===== src/rtl/req_queue_bank.sv =====
// req_queue_bank: per-requester FIFO bank in front of a round-robin arbiter.
//
// Each requester owns a DEPTH-entry circular queue. Queue occupancy drives
// req_vector toward the arbiter. A grant pops the head of the granted queue
// into a registered output beat (out_valid/out_data/out_src). A grant that
// finds an empty queue, or that names an index with no queue behind it,
// sets the sticky stale_grant flag.
//
// Ports:
//   clk, reset           clock; synchronous active-low reset
//   push_valid/push_data per-requester write strobe and payload (flat bus)
//   push_ready           queue i not full
//   req_vector           queue i non-empty
//   grant_idx/valid      arbiter grant
//   out_valid/data/src   registered output beat, one cycle per pop
//   stale_grant          sticky: a grant hit an empty queue

// One queue lane: circular buffer with write/read pointers and a count.
module req_queue_lane #(
  parameter int DATA_W = 8,
  parameter int DEPTH  = 4
) (
  input  logic              clk,
  input  logic              reset,
  input  logic              push_valid,
  input  logic [DATA_W-1:0] push_data,
  input  logic              grant_hit,
  output logic              push_ready,
  output logic              not_empty,
  output logic              pop_fire,
  output logic [DATA_W-1:0] head_data
);
  localparam int PTR_W = $clog2(DEPTH);
  localparam int CNT_W = $clog2(DEPTH + 1);

  logic [DEPTH-1:0][DATA_W-1:0] mem_q, mem_d;
  logic [PTR_W-1:0]             wptr_q, wptr_d, rptr_q, rptr_d;
  logic [CNT_W-1:0]             count_q, count_d;
  logic                         push_fire;

  // Flow control looks at the registered count only, so a full queue
  // refuses a push even in the cycle it is being popped.
  assign push_ready = (count_q != CNT_W'(DEPTH));
  assign not_empty  = (count_q != '0);
  assign push_fire  = push_valid & push_ready;
  assign pop_fire   = grant_hit & not_empty;
  assign head_data  = mem_q[rptr_q];

  always_comb begin
    mem_d   = mem_q;
    wptr_d  = wptr_q;
    rptr_d  = rptr_q;
    count_d = count_q;
    if (push_fire) begin
      mem_d[wptr_q] = push_data;
      wptr_d        = wptr_q + PTR_W'(1);
    end
    if (pop_fire) rptr_d = rptr_q + PTR_W'(1);
    case ({push_fire, pop_fire})
      2'b10:   count_d = count_q + CNT_W'(1);
      2'b01:   count_d = count_q - CNT_W'(1);
      default: count_d = count_q;
    endcase
  end

  always_ff @(posedge clk) begin
    if (!reset) begin
      mem_q   <= '0;
      wptr_q  <= '0;
      rptr_q  <= '0;
      count_q <= '0;
    end else begin
      mem_q   <= mem_d;
      wptr_q  <= wptr_d;
      rptr_q  <= rptr_d;
      count_q <= count_d;
    end
  end
endmodule

module req_queue_bank #(
  parameter int WIDTH  = 8,
  parameter int DATA_W = 8,
  parameter int DEPTH  = 4
) (
  input  logic                       clk,
  input  logic                       reset,
  input  logic [WIDTH-1:0]           push_valid,
  input  logic [WIDTH*DATA_W-1:0]    push_data,
  output logic [WIDTH-1:0]           push_ready,
  output logic [WIDTH-1:0]           req_vector,
  input  logic [$clog2(WIDTH)-1:0]   grant_idx,
  input  logic                       grant_valid,
  output logic                       out_valid,
  output logic [DATA_W-1:0]          out_data,
  output logic [$clog2(WIDTH)-1:0]   out_src,
  output logic                       stale_grant
);
  localparam int IDX_W = $clog2(WIDTH);

  logic [WIDTH-1:0]             grant_hit, pop_vec;
  logic [WIDTH-1:0][DATA_W-1:0] head;
  logic [DATA_W-1:0]            pop_data;
  logic                         pop_any;

  logic              out_valid_q, out_valid_d;
  logic [DATA_W-1:0] out_data_q, out_data_d;
  logic [IDX_W-1:0]  out_src_q, out_src_d;
  logic              stale_grant_q, stale_grant_d;

  // A grant index with no queue behind it matches no lane, so it falls
  // through to the stale path like a grant to an empty queue.
  for (genvar i = 0; i < WIDTH; i++) begin : g_lane
    assign grant_hit[i] = grant_valid && (grant_idx == IDX_W'(i));
    req_queue_lane #(.DATA_W(DATA_W), .DEPTH(DEPTH)) u_lane (
      .clk        (clk),
      .reset      (reset),
      .push_valid (push_valid[i]),
      .push_data  (push_data[i*DATA_W +: DATA_W]),
      .grant_hit  (grant_hit[i]),
      .push_ready (push_ready[i]),
      .not_empty  (req_vector[i]),
      .pop_fire   (pop_vec[i]),
      .head_data  (head[i])
    );
  end

  assign pop_any = |pop_vec;

  // pop_vec is at most one-hot, so an AND-OR mux selects the popped head.
  always_comb begin
    pop_data = '0;
    for (int i = 0; i < WIDTH; i++)
      if (pop_vec[i]) pop_data = pop_data | head[i];
  end

  always_comb begin
    out_valid_d   = pop_any;
    out_data_d    = out_data_q;
    out_src_d     = out_src_q;
    stale_grant_d = stale_grant_q | (grant_valid & ~pop_any);
    if (pop_any) begin
      out_data_d = pop_data;
      out_src_d  = grant_idx;
    end
  end

  always_ff @(posedge clk) begin
    if (!reset) begin
      out_valid_q   <= 1'b0;
      out_data_q    <= '0;
      out_src_q     <= '0;
      stale_grant_q <= 1'b0;
    end else begin
      out_valid_q   <= out_valid_d;
      out_data_q    <= out_data_d;
      out_src_q     <= out_src_d;
      stale_grant_q <= stale_grant_d;
    end
  end

  assign out_valid   = out_valid_q;
  assign out_data    = out_data_q;
  assign out_src     = out_src_q;
  assign stale_grant = stale_grant_q;
endmodule

===== config.mk =====
export PLATFORM = sky130hd
export DESIGN_NAME = req_queue_bank
export DESIGN_NICKNAME = d
export VERILOG_FILES = /design/src/rtl/req_queue_bank.sv
export SDC_FILE = /design/constraint.sdc
export NUM_CORES = 1
export LEC_CHECK = 0
export ABC_AREA = 1
export CAP_MARGIN = 20
export CORE_UTILIZATION = 50
export CTS_BUF_LIST = sky130_fd_sc_hd__clkbuf_8 sky130_fd_sc_hd__clkbuf_16
export DETAILED_ROUTE_END_ITERATION = 10
export PLACE_DENSITY = 0.69
export SLEW_MARGIN = 15
export SYNTH_ARGS = -nofsm -noshare
export SYNTH_HDL_FRONTEND = slang
export SYNTH_SLANG_ARGS = --single-unit

===== constraint.sdc =====
create_clock -name clk -period 2.37 [get_ports clk]
set_input_delay 0.474 -clock clk [delete_from_list [all_inputs] [get_ports clk]]
set_output_delay 0.474 -clock clk [all_outputs]
set_load 0.02 [all_outputs]

[After elaboration in Yosys (flattened, before gate mapping)]
Index checks and enable logic that the tools add are counted.
Storage, ports and cells
  word-level logic and storage cells: 263
  bits of input ports: 78
  bits in registers: 325
  output and inout port bits: 29
Operators by class
  bitwise logic cells: 26
  reduce and logical (&&, ||, !) cells: 34
  mux-type cells: 56
  eq/ne operators: 31
  $lt $le $gt $ge: 24
  add/subtract/negate cells: 32
Operators by type and width (number)
  bitwise mux 32 bit: 8
  2-to-1 mux 8 bit: 24
  binary-select mux 8 bit (select 2 bit): 8
  demux 8 bit (select 2 bit): 8
  bitwise OR 8 bit: 7
  less-than comparator 2 x 3 -> 1 bit, second input constant: 16
  case mux 3 bit (2 select lines): 8
  adder 2 x 1 -> 2 bit, second input constant: 16
  adder 3 x 1 -> 3 bit, second input constant: 8
  != test 3 bit, second input constant: 8
  nonzero test 3 bit: 8
  subtractor 3 x 1 -> 3 bit, second input constant: 8
  bitwise AND 1 bit: 17
  == test 2 x 1 -> 1 bit, second input constant: 8
  == test 2 bit, second input constant: 8
  >= comparator 2 x 1 -> 1 bit, second input constant: 8
  logical AND 1 bit: 16
  nonzero test 2 bit: 8
  == test 3 bit, second input constant: 4
  OR reduction 8 bit: 1
  == test 3 x 2 -> 1 bit, second input constant: 2
  == test 3 x 1 -> 1 bit, second input constant: 1
  logical NOT 3 bit: 1
  inverter 1 bit: 1
  bitwise OR 1 bit: 1

[Logic depth before layout (Yosys ltp)]
  depth in word-level cells: 18
  mapped depth: 12

[Cells and area by module]
A second synthesis with hierarchy kept.
Unflattened totals
  cells, all modules: 3044
  area, all modules: 18977.0 µm²
Modules (own cells, without submodules)
  req_queue_lane: cells each 352, area an instance 2225.9 µm², sequential area each 780.7 µm², times used 8
  req_queue_bank: cells each 228, area an instance 1169.9 µm², sequential area each 260.2 µm², times used 1

[Worst setup path before layout]
Ideal clock, no wire load.
  path type: in2reg
  start: input port grant_valid
  end: register g_lane[2].u_lane.count_q[2]
  cell stages on the path: 11
  slack: 0.338 ns
  arrival time: 1.910 ns
  setup time: 0.122 ns
  path through: inv_1 -> nor2_2 -> nand2_1 -> nor2_4 -> ha_1 -> inv_1 -> fa_1 -> a21oi_1 -> o21ai_0 -> o21ai_0 -> a21oi_1
On the way
  cells in the longest elaborated chain, start to end: 4
  elaborated cells between the ends (all ways): 6
Ends and longest elaborated chain
  start: declaration: line 93  | input logic grant_valid,
  logical AND 1 bit (*): line 114  | assign grant_hit[i] = grant_valid && (grant_idx == IDX_W'(i));
  bitwise AND 1 bit (*): line 46  | assign pop_fire = grant_hit & not_empty;
  == test 2 x 1 -> 1 bit / == test 2 bit (equally long branches): line 59  | case ({push_fire, pop_fire})
  case mux 3 bit (2 select lines) / nonzero test 2 bit (equally long branches)
  end signal: assignment: line 76  | count_q <= count_d;
  end: declaration: line 38  | logic [CNT_W-1:0] count_q, count_d;
Mark *: on every way between the ends. The rest lies on a longest branch, timed or not.
A chain may end at the register's enable or synchronous reset.

[Final worst setup path]
  start: register g_lane[3].u_lane.count_q[1]
  end: output port req_vector[3]
On the way
  cells in the longest elaborated chain, start to end: 1
Ends and longest elaborated chain
  start: declaration: line 38
  start signal: assignment: line 76
  nonzero test 3 bit: line 44  | assign not_empty = (count_q != '0);
  end: declaration: line 91  | output logic [WIDTH-1:0] req_vector,
No other way between the ends.

==> impl_results.md <==
* Crit path DAT at 1.82 ns
* Syn nets at 2,332
* # setup viols final at 0
* Tightest Pin Transition at 0.525 ns
* Gr usage total at 24.4%
* Req. time, crit path at 1.90 ns
* Layout cells sized above 1 at 8.27%
* Initial antenna violation count at 2
* Number of flops mapped to enable cells by yosys at 0
* Vias in the first global route at 12,600
* DRT Wirelength at 38,700 um
* DPL Wire Length at 26,400 um
* CTS root buf: clkbuf_16
* Reg2Reg Capture Point: g_lane[6].u_lane.count_q[2]
* Top-Level Pins at 107
* Post-layout instance area at 18,100 um^2
* HP Class: in2reg
* Hold Path End: g_lane[1].u_lane.rptr_q[0]
* Count leader, synth: nand2_1
* Min-delay src: reset
* CP Max Fanout at 3
* CTS tree: built
* Placed cell area at 16,800 um^2
* First-pass GRT wire length at 62,000 um
* Dominant cells by area after synthesis: dfxtp_1 42%, nand2_1 11%, a21oi_1 10%
* Slew headroom at 64.9%
* Tcrit/Tclk final at 96.9%
* Yosys top cell area share at 42.2%
* Grt total ovfl at 0
* Critical path type: reg2out
* First DRT Iteration DRCs at 1,009
* Synth-to-layout area growth at 17.4%
* Status: completed
* Filler cell count at 2,809
* Commonest cells in the netlist: 458 x nand2_1, 329 x inv_1, 325 x dfxtp_1
* Clock Sinks at 325
* Die W at 178 um
* TNS Setup at 0 ns
* Critical path endpoint category: output pin
* Unrepaired setup endpoints after global routing: no
* Final Max Tran Viols at 0
* Syn Inst Count at 2,206
* Overall power at 13,800 uW
* Highest clock rate at 436 MHz
* Clock slew seen by the registers of the worst setup and hold paths at 0.05 ns
* Drt pass-1 iters at 5
* Ys async rst share at 0%
* Sequential-to-total area share from yosys stat at 42.2%
* Vias at 13,900
* Antenna-violating nets left at 0
* Core Area at 30,000 um^2
* Max clock buf depth at 3
* Placement row count at 63
* Critical R2R Launch: g_lane[6].u_lane.count_q[1]
* Power per Cell Area at 763 nW/um^2
* Max-capacitance violation count at 0
* Period minus WS final at 2.30 ns
* Worst hold slack at 0.265 ns
* Yosys warnings at 0
* Syn_area_per_cell at 6.99 um^2
* Htree depth at 2
* Area of the die at 31,600 um^2
* Startpoint Class: flip-flop
* P_leak at 0.00797 uW
* Flop-to-flop setup slack at 0.32 ns
* Hold Crit Depth at 3
* Final GP Congestion at 0.819
* Largest net degree at the start of global routing at 129
* Top cell type by total area after synthesis: dfxtp_1
* Setup Skew at 0.0124 ns
* Setup Buffers After CTS at 0
* Synth Register Bits at 325
* # DRC at 0
* CTS Buf Count at 38
* Via density at 5.13
* R2r worst-path depth at 10
* Final hold vios at 0
* Clk Latency, worst-skew pair at 0.52 ns
* Initial Util at 51.4%
* IO Port Bufs at 106
* Fin nets at 2,419
* Synth cell types at 25
* Die height at 178 um
* Syn Std Cell Area at 15,400 um^2
* Top FF cell, synth: dfxtp_1
* Routed WL per cell at 14.3 um
* Max VDD drop at 513 uV
-- stage by stage --
step,instances,worst slack (ns),util (%)
6_report,2713,0.0741,60.3
5_1_grt,2713,0.00774,60.3
4_1_cts,2711,0.0248,60.2
3_5_place_dp,2643,-0.411,55.9
3_3_place_gp,2643,-0.313,55.9
2_1_floorplan,2206,0.338,-
-- logic make-up (layout without fill, tap and decap cells) --
family	count (synthesis)	after routing	share of synthesized area, %
AND/OR/NAND/NOR	715	715	19.9
other	0	2	0
flip-flops	325	325	42.2
buffers and inverters	487	602	13.2
AO/OA/AOI/OAI	631	631	20.5
adder cells (fa/ha/maj)	48	48	4.28
-- per-layer routing --
layer	global-route usage (%)	vias up	wire, um
met3	4.24	71	2350
met1	32.5	6274	17500
li1	-	7204	-
met2	39.7	369	17700
met4	8.48	0	1080
met5	0	-	0
-- worst max-delay path by stage --
stage | startpoint | endpoint | slack (ns)
3_3_place_gp | grant_idx[1] | g_lane[2].u_lane.count_q[2] | -0.31
2_1_floorplan | grant_valid | g_lane[2].u_lane.count_q[2] | 0.34
4_1_cts | g_lane[1].u_lane.count_q[1] | req_vector[1] | 0.02
5_1_grt | g_lane[7].u_lane.count_q[1] | req_vector[7] | 0.008
6_report | g_lane[3].u_lane.count_q[1] | req_vector[3] | 0.07
3_5_place_dp | grant_idx[1] | g_lane[2].u_lane.count_q[2] | -0.41
-- sequential cells by signal, summed over array words and instances, names as in the netlist --
name	flops
g_lane.u_lane.mem_q	256
g_lane.u_lane.count_q	24
g_lane.u_lane.rptr_q	16
g_lane.u_lane.wptr_q	16
out_data	8
out_src	3
out_valid	1
stale_grant	1
-- worst max-delay path: stages, from the launching register on --
cell,delay [ns]
dfxtp_1,0.34
clkinv_1,0.12
nand3_1,0.20
clkdlybuf4s50_1,0.65
-- final cells by class --
class                           instances  area, um^2  share of cell area (%)
Inverter                              371        1390                    7.69
Timing Repair Buffer                  163        1540                    8.49
Sequential cell                       325        6510                    35.9
Multi-Input combinational cell       1394        6890                    38.0
Clock inverter                         23         209                    1.15
Clock buffer                           45        1080                    5.97
Antenna cell                            2        5.00                  0.0276
Tap cell                              390         488                    2.69
-- cell usage in the layout (no fill, tap or decap), types with 4 or more instances in the layout --
| cell type | n |
|---|---|
| nor2_1 | 41 |
| o21ai_1 | 6 |
| clkbuf_16 | 41 |
| clkdlybuf4s50_1 | 101 |
| a21oi_1 | 320 |
| dlymetal6s2s_1 | 4 |
| clkbuf_8 | 4 |
| dfxtp_1 | 325 |
| inv_2 | 27 |
| fa_1 | 8 |
| nand2_2 | 46 |
| o21ai_0 | 304 |
| bufinv_16 | 4 |
| ha_1 | 40 |
| buf_4 | 54 |
| nand2_1 | 458 |
| clkinv_1 | 15 |
| inv_1 | 343 |
| nand3_1 | 162 |
-- report_power, final --
group / switching (uW) / internal [uW]
registers: 132 / 5840
logic: 1190 / 706
clock network: 2270 / 3670
total: 3590 / 10200
-- repair_timing --
action | in CTS | in global routing
hold buffers | 0 | 0
resized for setup | 0 | 4
endpoints found under the setup margin | 0 | 4
Power figures use the tool's default switching activity.
